## src/rtl/is_array_pkg.sv

```systemverilog
// rtl/is_array_pkg.sv - shared state encoding and width helpers for the input-stationary array sequencer
package is_array_pkg;

   typedef enum logic [1:0] {
      IDLE = 2'd0,
      LOAD = 2'd1,
      PROC = 2'd2,
      DONE = 2'd3
   } state_t;

   localparam int ROWS_DEF     = 4;
   localparam int COLS_DEF     = 4;
   localparam int VEC_W_DEF    = 8;
   localparam int PSUM_LAT_DEF = 7;

   // Address width that stays at least one bit for a single-row array.
   function automatic int addr_w(input int n);
      return (n > 1) ? $clog2(n) : 1;
   endfunction

   // Process counter must hold PSUM_LAT + 2^VEC_W - 1 without wrapping.
   function automatic int p_w(input int vec_w, input int lat);
      return vec_w + $clog2(lat + 1) + 1;
   endfunction

endpackage

```

## src/rtl/is_array_if.sv

```systemverilog
// rtl/is_array_if.sv - command, buffer strobe and array enable bundle of the array sequencer
interface is_array_if #(
   parameter int ROWS  = 4,
   parameter int VEC_W = 8
);
   localparam int AW = is_array_pkg::addr_w(ROWS);

   logic             start;
   logic [VEC_W-1:0] num_vec;
   logic             out_ready;
   logic             busy;
   logic             done;
   logic             input_rd_en;
   logic [AW-1:0]    input_rd_addr;
   logic             input_en;
   logic             weight_rd_en;
   logic [VEC_W-1:0] weight_rd_addr;
   logic             process_en;
   logic             psum_wr_en;
   logic [VEC_W-1:0] psum_wr_addr;

   modport master (
      input  start, num_vec, out_ready,
      output busy, done, input_rd_en, input_rd_addr, input_en,
             weight_rd_en, weight_rd_addr, process_en, psum_wr_en, psum_wr_addr
   );

   modport slave (
      output start, num_vec, out_ready,
      input  busy, done, input_rd_en, input_rd_addr, input_en,
             weight_rd_en, weight_rd_addr, process_en, psum_wr_en, psum_wr_addr
   );

endinterface

```

## src/rtl/is_ctrl_counter.sv

```systemverilog
// rtl/is_ctrl_counter.sv - up-counter with enable, synchronous clear and terminal-count compare
module is_ctrl_counter #(
   parameter int W = 4
) (
   input  logic         clk,
   input  logic         rst_n,
   input  logic         en,
   input  logic         clr,
   input  logic [W-1:0] last,
   output logic [W-1:0] count,
   output logic         at_last
);

   always_ff @(posedge clk or negedge rst_n) begin
      if (!rst_n) begin
         count <= '0;
      end else if (clr) begin
         count <= '0;
      end else if (en) begin
         count <= count + W'(1);
      end
   end

   assign at_last = (count == last);

endmodule

```

## src/rtl/is_array_ctrl.sv

```systemverilog
// rtl/is_array_ctrl.sv - LOAD/PROC sequencer driving buffer strobes and PE enables of a systolic array
module is_array_ctrl
   import is_array_pkg::*;
#(
   parameter int ROWS     = ROWS_DEF,
   parameter int COLS     = COLS_DEF,
   parameter int VEC_W    = VEC_W_DEF,
   parameter int PSUM_LAT = PSUM_LAT_DEF
) (
   input logic        clk,
   input logic        rst_n,
   is_array_if.master bus
);

   localparam int AW = addr_w(ROWS);
   localparam int PW = p_w(VEC_W, PSUM_LAT);

   if (COLS < 1 || PSUM_LAT < 1 || ROWS < 1) begin : g_bad_cfg
      $error("is_array_ctrl: ROWS, COLS and PSUM_LAT must all be at least 1");
   end

   state_t           state;
   logic [VEC_W-1:0] k_m1;
   logic             input_en_q;

   logic [AW-1:0]    i_cnt;
   logic             i_last;
   logic [PW-1:0]    p_cnt;
   logic             p_last;
   logic [PW-1:0]    p_final;

   logic             in_load;
   logic             in_proc;
   logic             w_win;
   logic             ps_win;

   assign in_load = (state == LOAD);
   assign in_proc = (state == PROC);
   assign p_final = PW'(PSUM_LAT) + PW'(k_m1);

   is_ctrl_counter #(.W(AW)) u_i_cnt (
      .clk     (clk),
      .rst_n   (rst_n),
      .en      (in_load),
      .clr     (!in_load),
      .last    (AW'(ROWS - 1)),
      .count   (i_cnt),
      .at_last (i_last)
   );

   // p freezes whenever the sink stalls so array alignment is kept.
   is_ctrl_counter #(.W(PW)) u_p_cnt (
      .clk     (clk),
      .rst_n   (rst_n),
      .en      (in_proc && bus.out_ready),
      .clr     (!in_proc),
      .last    (p_final),
      .count   (p_cnt),
      .at_last (p_last)
   );

   always_ff @(posedge clk or negedge rst_n) begin
      if (!rst_n) begin
         state      <= IDLE;
         k_m1       <= '0;
         input_en_q <= 1'b0;
      end else begin
         input_en_q <= in_load;
         case (state)
            IDLE: begin
               if (bus.start) begin
                  state <= LOAD;
                  k_m1  <= bus.num_vec;
               end
            end
            LOAD: begin
               if (i_last) begin
                  state <= PROC;
               end
            end
            PROC: begin
               if (p_last && bus.out_ready) begin
                  state <= DONE;
               end
            end
            DONE: begin
               state <= IDLE;
            end
            default: begin
               state <= IDLE;
            end
         endcase
      end
   end

   // Address windows ignore out_ready so addresses hold steady through a stall.
   assign w_win  = in_proc && (p_cnt <= PW'(k_m1));
   assign ps_win = in_proc && (p_cnt >= PW'(PSUM_LAT)) && (p_cnt <= p_final);

   assign bus.busy           = (state != IDLE);
   assign bus.done           = (state == DONE);
   assign bus.input_rd_en    = in_load;
   assign bus.input_rd_addr  = in_load ? (AW'(ROWS - 1) - i_cnt) : '0;
   assign bus.input_en       = input_en_q;
   assign bus.weight_rd_en   = w_win && bus.out_ready;
   assign bus.weight_rd_addr = w_win ? VEC_W'(p_cnt) : '0;
   assign bus.process_en     = in_proc && (p_cnt != '0) && bus.out_ready;
   assign bus.psum_wr_en     = ps_win && bus.out_ready;
   assign bus.psum_wr_addr   = ps_win ? VEC_W'(p_cnt - PW'(PSUM_LAT)) : '0;

endmodule

```

## src/flat_wrapper.sv

```systemverilog
// flat-port wrapper written by rule: the top's interface ports become plain ports
module is_array_ctrl_flat import is_array_pkg::*;
#(
   parameter int ROWS     = ROWS_DEF,
   parameter int COLS     = COLS_DEF,
   parameter int VEC_W    = VEC_W_DEF,
   parameter int PSUM_LAT = PSUM_LAT_DEF
)
  (clk, rst_n, bus_start, bus_num_vec, bus_out_ready, bus_busy, bus_done, bus_input_rd_en, bus_input_rd_addr, bus_input_en, bus_weight_rd_en, bus_weight_rd_addr, bus_process_en, bus_psum_wr_en, bus_psum_wr_addr);
  is_array_if #(.ROWS(ROWS), .VEC_W(VEC_W)) bus_i ();
  input logic clk;
  input logic rst_n;
  input wire logic [$bits(bus_i.start)-1:0] bus_start;
  input wire logic [$bits(bus_i.num_vec)-1:0] bus_num_vec;
  input wire logic [$bits(bus_i.out_ready)-1:0] bus_out_ready;
  output wire logic [$bits(bus_i.busy)-1:0] bus_busy;
  output wire logic [$bits(bus_i.done)-1:0] bus_done;
  output wire logic [$bits(bus_i.input_rd_en)-1:0] bus_input_rd_en;
  output wire logic [$bits(bus_i.input_rd_addr)-1:0] bus_input_rd_addr;
  output wire logic [$bits(bus_i.input_en)-1:0] bus_input_en;
  output wire logic [$bits(bus_i.weight_rd_en)-1:0] bus_weight_rd_en;
  output wire logic [$bits(bus_i.weight_rd_addr)-1:0] bus_weight_rd_addr;
  output wire logic [$bits(bus_i.process_en)-1:0] bus_process_en;
  output wire logic [$bits(bus_i.psum_wr_en)-1:0] bus_psum_wr_en;
  output wire logic [$bits(bus_i.psum_wr_addr)-1:0] bus_psum_wr_addr;
  assign bus_i.start = bus_start;
  assign bus_i.num_vec = bus_num_vec;
  assign bus_i.out_ready = bus_out_ready;
  assign bus_busy = bus_i.busy;
  assign bus_done = bus_i.done;
  assign bus_input_rd_en = bus_i.input_rd_en;
  assign bus_input_rd_addr = bus_i.input_rd_addr;
  assign bus_input_en = bus_i.input_en;
  assign bus_weight_rd_en = bus_i.weight_rd_en;
  assign bus_weight_rd_addr = bus_i.weight_rd_addr;
  assign bus_process_en = bus_i.process_en;
  assign bus_psum_wr_en = bus_i.psum_wr_en;
  assign bus_psum_wr_addr = bus_i.psum_wr_addr;
  is_array_ctrl #(.ROWS(ROWS), .COLS(COLS), .VEC_W(VEC_W), .PSUM_LAT(PSUM_LAT)) u_core (.clk(clk), .rst_n(rst_n), .bus(bus_i));
endmodule
```

## config.mk

```make
export PLATFORM = sky130hd
export DESIGN_NAME = is_array_ctrl_flat
export DESIGN_NICKNAME = d
export VERILOG_FILES = /design/src/rtl/is_array_pkg.sv /design/src/rtl/is_array_if.sv /design/src/rtl/is_ctrl_counter.sv /design/src/rtl/is_array_ctrl.sv /design/src/flat_wrapper.sv
export SDC_FILE = /design/constraint.sdc
export NUM_CORES = 1
export LEC_CHECK = 0
export BUFFER_PORTS_ARGS = -buffer_cell sky130_fd_sc_hd__clkbuf_2
export CORE_UTILIZATION = 56
export CTS_CLUSTER_SIZE = 14
export DETAILED_ROUTE_END_ITERATION = 8
export GPL_TIMING_DRIVEN = 0
export HOLD_SLACK_MARGIN = 0.02
export PLACE_DENSITY = 0.8
export SLEW_MARGIN = 30
export SYNTH_ARGS = -nofsm -noshare
export SYNTH_HDL_FRONTEND = slang
export SYNTH_SLANG_ARGS = --single-unit
```

## constraint.sdc

```tcl
create_clock -name clk -period 3.54 [get_ports clk]
set_input_delay 0 -clock clk [delete_from_list [all_inputs] [get_ports clk]]
set_output_delay 0 -clock clk [all_outputs]
set_load 0.005 [all_outputs]
```

==> results by stage, run 1 <==
GRT:
- The most heavily used metal layer in global routing is met2.
- The met2 track utilization from global routing is 36.6%.
- The via count of the first global-routing pass is 1445.
- The first-pass GRT wire length is 6220 um.
- The number of antenna violations at the first check in global routing is 0.
- For this run, global-route usage on met1 was measured as 29.8%.
- For met3 alone, demand over resource in global routing was 4.20%.
- Global routing used 22.1% of the available tracks.
- The pin count of the biggest net entering global routing is 26.
- The total overflow reported by the global router is 0.

Timing:
- The total negative setup slack is 0 ns.
- After layout, the worst setup slack is 0.408 ns.
- The final hold violation count is 0.
- The worst pin sits at a relative slew slack of 52.7%.
- Derived from the worst setup path, the maximum achievable clock frequency is 0.319 GHz.
- Setup repair after global routing left no endpoint under its margin.
- At the pin with the least slew margin, the transition time is 0.707 ns.
- The number of slew-limit violations in the final report came to 0.
- The minimum clock period after layout is 3.13 ns.
- The final hold slack is 0.181 ns.
- The setup clock skew after layout is 0.00345 ns.
- The total of endpoints with negative setup slack in the final report is 0.
- The worst path uses 88.5% of the clock period.

Critical path:
- The peak per-stage delay on the critical path is 0.56 ns.
- Among all stages on the critical path, the largest delay is contributed by sky130_fd_sc_hd__a31oi_1.
- The worst setup path is launched from a register.
- For the worst setup path, the data arrival time is 3.13 ns.
- The cell that appears most often on the critical path is sky130_fd_sc_hd__nand3_1.
- The type of destination of the critical path is a primary output.
- The number of buffers and inverters on the critical path is 2.
- In this run the worst setup path begins at u_core.k_m1[2]$_DFFE_PN0P_.
- In this run the critical register-to-register path is launched from u_core.k_m1[2]$_DFFE_PN0P_.
- Broken down by cell family, the worst path's largest delay share belongs to compound AO/OA/AOI/OAI gates.
- The required time of the critical path is 3.54 ns.
- The largest fanout on the critical path is 9.
- The signal on the critical path passes through inv_1, nand3_1, or3b_2, xnor2_1, ha_1, nand3_1, a211o_1, a31oi_1, nor2_1, clkbuf_2.
- The path type of the worst setup path is register to primary output.

Cells and area:
- The count of cells in the finished layout, fillers not included, comes to 322.
- The relative area change from synthesis to final layout is 17.9%.
- The area of all placed cells without fillers is 0.00234 mm^2.
- 0 antenna diodes ended up in the layout.
- Cells with a size suffix above 1 make up 20.7% of the layout.
- Measured on the finished design, the core utilization comes to 69.6%.
- The final net count is 315.

Route:
- The total DRC errors in the routed layout is 0.
- After detailed routing, the average wire length per cell comes to 12.4 um.
- The routed layout has 1722 vias.
- The first TritonRoute pass finished after 4 iterations.
- The average vias per placed instance is 5.35.
- The initial detailed-routing violation count is 71.
- The total wire length after detailed routing is 4000 um.
- The count of nets left with antenna violations once routing finished came out at 0.

Floorplanning:
- The horizontal extent of the die is 61.5 um.
- Pin placement for this block handled 37 I/O pins.
- The die span in y is 61.5 um.
- Once the floorplan was initialized, standard cells occupied 59.0% of the core.
- The die covers 0.00379 mm^2.
- The floorplan has 21 rows.
- The core area is 0.00336 mm^2.

Placement:
- The placement-stage cell area is 0.00222 mm^2.
- Including well taps, the total number of placed cells is 309.
- The final weighted congestion in routability-driven placement is 0.883.
- The wire-length estimate of the detail-placed layout is 3050 um.
- The total of buffers placed on input and output ports is 36.
- Prior to clock tree synthesis, the placed netlist has a worst setup slack of 0.782 ns.

Power and ir drop:
- The cell area power density is 539 mW/mm^2.
- The peak supply drop is 427 uV.
- The static power due to leakage is 1.16 nW.
- Overall power consumption after layout is estimated at 1.26 mW.

Yosys:
- In the synthesized netlist, the cells that appear most often are 26 x sky130_fd_sc_hd__ha_1, 25 x sky130_fd_sc_hd__dfrtp_1, 23 x sky130_fd_sc_hd__nor2_1, 20 x sky130_fd_sc_hd__nand2_1, 18 x sky130_fd_sc_hd__nand3_1.
- The register area share after synthesis is 31.5%.
- The synthesized netlist cell count is 227.
- The number of storage elements in the synthesis netlist is 25.
- The mean post-synth cell area is 8.74 um^2.
- The number of flops mapped to enable cells by yosys is 0.
- For this run, the leading register cell type out of synthesis is sky130_fd_sc_hd__dfrtp_1.
- Yosys instantiated no cell more often than sky130_fd_sc_hd__ha_1.
- The top-area cell type share of the netlist area is 31.5%.
- The largest area contributor in the netlist is sky130_fd_sc_hd__dfrtp_1.
- Counting flops with an async set or reset pin after synthesis yields a share of 100%.
- The post-synthesis instance area is 0.00198 mm^2.
- The total of warnings raised by yosys is 0.
- Yosys attributes the largest share of cell area to sky130_fd_sc_hd__dfrtp_1 32%, sky130_fd_sc_hd__ha_1 16%, sky130_fd_sc_hd__xnor2_1 5.7%.
- The post-synthesis net count is 265.
- In this run, distinct cell masters in the synthesized netlist total 39.

Clock tree:
- Counting the buffers created by CTS gives 3.
- The buffer levels on the longest clock path is 2.
- The CTS tree is yes.
- CTS saw 25 sinks.
- For the worst-skew pair, the clock arrives at the later sink with an insertion delay of 0.32 ns.
- The clock-pin slew on the worst setup and hold paths is 0.13 ns.
- The post-CTS setup buffer count is 0.
- In this run the number of H-tree levels came out at 1.
- The tree is rooted in a sky130_fd_sc_hd__clkbuf_4.

Flow run:
- The count of max-cap constraint violations is 0.

Outcome:
- The flow ran to the end, and the final reports show no timing, DRC or antenna violations.

Worst hold path:
- The beginning of the worst hold path is bus_start.
- The worst hold path belongs to the class input pin to register.
[flip-flops by register name, indices dropped and copies added (netlist names)]
signal and flops:
u_core.bus.input_en 1, u_core.k_m1 8, u_core.state 2, u_core.u_p_cnt.count 12
u_core.u_i_cnt.count 2
[report_power, final]
group	total (mW)	internal, mW	leakage, nW	switching, mW
combinational	0.704	0.325	0.821	0.378
clock	0.125	0.0424	0.0177	0.0826
sequential	0.432	0.364	0.325	0.0674
[metal layers]
| metal | share of wire, % | up-vias |
|---|---|---|
| li1 | - | 877 |
| met3 | 3.2 | 6 |
| met1 | 47 | 811 |
| met4 | 1.2 | 0 |
| met2 | 49 | 28 |
| met5 | 0 | - |
[final timing paths]
kind / slack, ns / cells after the start / end
min: 0.18 / 3 / u_core.state[0]$_DFFE_PN0P_
min reg2reg: 0.45 / 1 / u_core.u_i_cnt.count[0]$_DFF_PN0_
max in group asynchronous: 2.94 / 2 / u_core.k_m1[5]$_DFFE_PN0P_
max: 0.41 / 10 / bus_psum_wr_addr[5]
max reg2reg: 0.78 / 10 / u_core.state[1]$_DFFE_PN0P_
min in group asynchronous: 0.21 / 2 / u_core.k_m1[2]$_DFFE_PN0P_
[cell usage in the layout, fill, tap and decap left out, types with 2 or more instances in the layout]
cell,n
sky130_fd_sc_hd__a31oi_1,2
sky130_fd_sc_hd__inv_1,15
sky130_fd_sc_hd__nor2_1,23
sky130_fd_sc_hd__and2_1,9
sky130_fd_sc_hd__buf_2,4
sky130_fd_sc_hd__clkbuf_1,6
sky130_fd_sc_hd__o211ai_1,2
sky130_fd_sc_hd__nand2_1,20
sky130_fd_sc_hd__nor3_1,3
sky130_fd_sc_hd__or3_1,2
sky130_fd_sc_hd__dfrtp_1,25
sky130_fd_sc_hd__nor2b_1,5
sky130_fd_sc_hd__ha_1,26
sky130_fd_sc_hd__a21oi_1,9
sky130_fd_sc_hd__xor2_1,7
sky130_fd_sc_hd__o21ai_0,4
sky130_fd_sc_hd__a21boi_0,2
sky130_fd_sc_hd__nand3_1,18
sky130_fd_sc_hd__clkbuf_4,3
sky130_fd_sc_hd__nand4_1,5
sky130_fd_sc_hd__xnor2_1,13
sky130_fd_sc_hd__clkbuf_2,36
sky130_fd_sc_hd__nor4_1,2
sky130_fd_sc_hd__mux2_2,8
sky130_fd_sc_hd__dlygate4sd3_1,9
[what timing repair did]
action | 4_1_cts | 5_1_grt
endpoints found under the hold margin | 33 | 0
gates resized for setup | 0 | 0
hold buffers | 9 | 0
[area by class of cell]
| cell class | instances | area, um^2 |
|---|---|---|
| fillers | 305 | 1020 |
| clock inverters | 1 | 5.00 |
| plain buffers | 10 | 42.5 |
| multi-input cells | 177 | 1260 |
| repair buffers | 45 | 270 |
| flip-flops and latches | 25 | 626 |
| inverters | 15 | 56.3 |
| well taps | 46 | 57.6 |
| clock buffers | 3 | 22.5 |
[worst register-to-register path, stage by stage (launching register included)]
cell                      delay (ns)
sky130_fd_sc_hd__dfrtp_1        0.41
sky130_fd_sc_hd__inv_1          0.11
sky130_fd_sc_hd__nand3_1        0.14
sky130_fd_sc_hd__or3b_2         0.48
sky130_fd_sc_hd__xnor2_1        0.14
sky130_fd_sc_hd__ha_1           0.32
sky130_fd_sc_hd__nand3_1        0.12
sky130_fd_sc_hd__nor4_2         0.30
sky130_fd_sc_hd__nand2_1        0.13
sky130_fd_sc_hd__a21oi_2        0.19
sky130_fd_sc_hd__mux2_1         0.33
[kinds of logic after synthesis]
kind of cell / count (synthesis) / share of synthesized area [%]
adders and majority gates: 26 / 16.4
AOI/OAI and AO/OA: 27 / 8.83
buffers and inverters: 25 / 4.98
muxes: 10 / 5.61
and+or+nand+nor: 94 / 23.8
xor gates and xnor gates: 20 / 8.83
DFF: 25 / 31.5
(Power assumes the default switching activity.)
==> run 2: changes to the inputs <==
Settings changed: PLACE_DENSITY 0.8 to 0.87.
==> run 2 against run 1 <==
Effect of this change: clock-buffer cell count stayed put; sequential share of layout area stayed put; die area unchanged; first-iteration DRC count is 35% higher; non-clock buffer count stayed put.
==> results by stage, run 2 (synthesized netlist as in run 1, its figures left out) <==
Outcome:
- Result of the run: completed (unchanged).

Clock tree:
- The CTS tree is yes (unchanged).
- The clock tree root buffer cell is sky130_fd_sc_hd__clkbuf_4 (unchanged).
- The clock buffer count from CTS was 3 (unchanged).
- The number of levels the H-tree was split into was 1 (unchanged).
- The worst-skew pair later-pin latency is 0.33 ns (was 0.32 ns).
- The count of instances resized after the clock tree is built is 0 (unchanged).
- The clock-pin slew on the worst setup and hold paths was 0.14 ns (was 0.13 ns).
- The post-CTS setup buffer count is 0 (unchanged).
- The total number of clock tree sinks was 25 (unchanged).
- The buffer levels on the longest clock path is 2 (unchanged).

Cells and area:
- The layout cell share with drive strength beyond 1 is 20.7% (unchanged).
- The final net count is 315 (unchanged).
- The area of all placed cells without fillers came to 0.00234 mm^2 (unchanged).
- The number of inserted diodes is 0 (unchanged).
- The register with the most flip-flops is u_core.u_p_cnt.count (unchanged).
- The relative area change from synthesis to final layout is 17.9% (unchanged).
- Largest registers ranked by flip-flop count: u_core.u_p_cnt.count: 12 flops, u_core.k_m1: 8 flops (unchanged).
- The number of flip-flops in the largest register came to 12 (unchanged).
- The leading cell type in the layout, fill and taps excluded is sky130_fd_sc_hd__clkbuf_2 (unchanged).
- The final cell utilization of the core is 69.6% (unchanged).
- Top library cells by usage in the layout, fill and taps aside: 36 x sky130_fd_sc_hd__clkbuf_2, 26 x sky130_fd_sc_hd__ha_1, 25 x sky130_fd_sc_hd__dfrtp_1, 23 x sky130_fd_sc_hd__nor2_1, 20 x sky130_fd_sc_hd__nand2_1 (unchanged).

Floorplanning:
- The area enclosed by the die boundary came to 0.00379 mm^2 (unchanged).
- The core area is 0.00336 mm^2 (unchanged).
- The die span in y is 61.5 um (unchanged).
- The effective utilization at floorplan is 59.0% (unchanged).
- The number of top-level pins is 37 (unchanged).
- The cell row count came to 21 (unchanged).
- The horizontal extent of the die is 61.5 um (unchanged).

Route:
- The total DRC errors in the routed layout came to 0 (unchanged).
- The count of vias placed by the detailed router was 1849 (was 1722).
- The number of search-and-repair iterations in the first detailed-routing pass was 4 (unchanged).
- The total wire length after detailed routing was 4570 um (was 4000 um).
- The final routed wire length divided by cell count came to 14.2 um (was 12.4 um).
- The count of nets left with antenna violations after detail routing is 0 (unchanged).
- The initial detailed-routing violation count is 96 (was 71).
- The average vias per placed instance was 5.74 (was 5.35).

Critical path:
- The required time of the critical path came to 3.54 ns (about the same).
- The worst reg2reg path endpoint is u_core.state[1]$_DFFE_PN0P_ (unchanged).
- The endpoint of the most critical setup path is bus_psum_wr_addr[3] (was bus_psum_wr_addr[5]).
- The setup slack of the worst register-to-register path is 0.62 ns (was 0.78 ns).
- The arrival time at the worst endpoint is 3.32 ns (was 3.13 ns).
- The worst reg-to-reg path cell count is 10 (unchanged).
- The path type of the worst setup path is register to primary output (unchanged).
- The cell with the biggest individual delay on the critical path is sky130_fd_sc_hd__a31oi_1 (unchanged).
- The kind of start point of the critical path was a register (unchanged).
- The cell with the most instances on the worst path is sky130_fd_sc_hd__nand3_1 (unchanged).
- The peak per-stage delay on the critical path is 0.63 ns (was 0.56 ns).
- The type of destination of the critical path is a primary output (unchanged).
- Cell breakdown of the critical path: inv_1, nand3_1, or3b_2, xnor2_1, ha_1, nand3_1, a211o_1, a31oi_1, nor2_1, clkbuf_2 (unchanged).
- The start of the worst register-to-register path is u_core.k_m1[2]$_DFFE_PN0P_ (unchanged).
- The largest fanout on the critical path is 9 (unchanged).
- The start point of the critical path is u_core.k_m1[2]$_DFFE_PN0P_ (unchanged).

GRT:
- The first-pass GRT wire length is 6940 um (was 6220 um).
- The combined global-route utilization of all metal layers is 25.1% (was 22.1%).
- The pin count of the biggest net entering global routing is 26 (unchanged).
- The number of antenna violations at the first check in global routing is 0 (unchanged).
- The total overflow reported by the global router is 0 (unchanged).
- The via count of the first global-routing pass is 1588 (was 1445).

Placement:
- The final weighted congestion in routability-driven placement was 0.871 (was 0.883).
- The placement-stage cell area is 0.00222 mm^2 (unchanged).
- The total of buffers placed on input and output ports is 36 (unchanged).
- The post-placement setup slack came to 0.724 ns (was 0.782 ns).
- The post-detailed-placement half-perimeter wirelength was 3330 um (was 3050 um).

Power and ir drop:
- The static power due to leakage is 1.16 nW (unchanged).
- The sequential share of power was 33.3% (was 34.2%).
- The internal power summed over all cells is 0.736 mW (was 0.732 mW).
- The proportion of total power due to net switching is 43.8% (was 41.9%).
- The peak supply drop is 497 uV (was 427 uV).
- The switching power came to 0.573 mW (was 0.528 mW).
- The fraction of power consumed by the clock network came to 10.0% (was 9.9%).
- The logic gate share of total power is 56.6% (was 55.8%).
- The cell area power density is 559 mW/mm^2 (was 539 mW/mm^2).

Timing:
- The transition at the pin with the smallest max-transition slack is 0.804 ns (was 0.707 ns).
- The minimum clock period after layout is 3.32 ns (was 3.13 ns).
- The final hold slack is 0.181 ns (about the same).
- The total negative setup slack is 0 ns (unchanged).
- RSZ-0062 raised after global routing: no (unchanged).
- The share of the clock period used by the worst path after layout is 93.7% (was 88.5%).
- The number of slew-limit violations in the final report is 0 (unchanged).
- The worst-case headroom to the max-slew limit is 46.2% (was 52.7%).
- The total of endpoints with negative setup slack in the final report is 0 (unchanged).
- The final hold violation count is 0 (unchanged).
- The final worst setup slack is 0.222 ns (was 0.408 ns).
- The setup clock skew after layout is 0.00613 ns (was 0.00345 ns).
- The highest attainable clock frequency came to 0.301 GHz (was 0.319 GHz).

Worst hold path:
- The class of the tightest hold or removal check is input pin to register (unchanged).

Flow run:
- The count of max-cap constraint violations came to 0 (unchanged).
-- run 2: what timing repair did --
| action | CTS | global route |
|---|---|---|
| hold buffers | 9 | 0 |
| setup endpoints to repair | 0 | 0 |
| hold endpoints to repair | 33 | 0 |
-- run 2: worst min-delay path by stage --
stage / to / depth (start not counted) / slack [ns] / startpoint
3_3_place_gp: u_core.k_m1[1]$_DFFE_PN0P_ / 1 / 0.04 / rst_n
3_5_place_dp: u_core.k_m1[2]$_DFFE_PN0P_ / 1 / 0.04 / rst_n
5_1_grt: u_core.state[0]$_DFFE_PN0P_ / 3 / 0.19 / bus_start
6_report: u_core.state[0]$_DFFE_PN0P_ / 3 / 0.18 / bus_start
2_1_floorplan: u_core.bus.input_en$_DFF_PN0_ / 0 / -0.30 / rst_n
4_1_cts: u_core.state[0]$_DFFE_PN0P_ / 3 / 0.18 / bus_start
-- run 2: power groups by stage --
stage	sequential, mW	combinational, mW	clock, mW
floorplan	0.423	0.521	0
global placement	0.435	0.664	0
detailed placement	0.441	0.710	0
CTS	0.434	0.726	0.133
global route	0.446	0.818	0.143
finish	0.436	0.741	0.132
-- run 2: worst max-delay path, delay by kind of cell, from the launching register on --
family                     cells  cell delay (ns)
AOI/OAI and AO/OA              2             0.93
buffers and inverters          2             0.25
DFF                            1             0.40
xor gates and xnor gates       1             0.16
adders and majority gates      1             0.33
and+or+nand+nor                4             0.92
-- run 2: metrics by stage --
step                      total power [mW]  std cells
after floorplan                      0.944        227
after global placement                1.10        309
after detailed placement              1.15        309
after CTS                             1.29        322
after global routing                  1.41        322
final                                 1.31        322
-- run 2: final cells by class --
class                      count  area [um^2]
tap                           46         57.6
clock buffer                   3         22.5
multi-input combinational    177         1260
fill                         285         1020
timing repair buffer          45          270
inverter                      15         56.3
sequential                    25          626
clock inverter                 1         5.00
buffer                        10         42.5
-- run 2: layer usage --
layer  global-route usage, %  share of wire, %  vias to the layer above
li1                        -                 -                      882
met1                    32.1                42                      879
met2                    41.3                50                       68
met3                    5.25               4.8                       20
met4                    10.2               3.2                        0
met5                       0                 0                        -
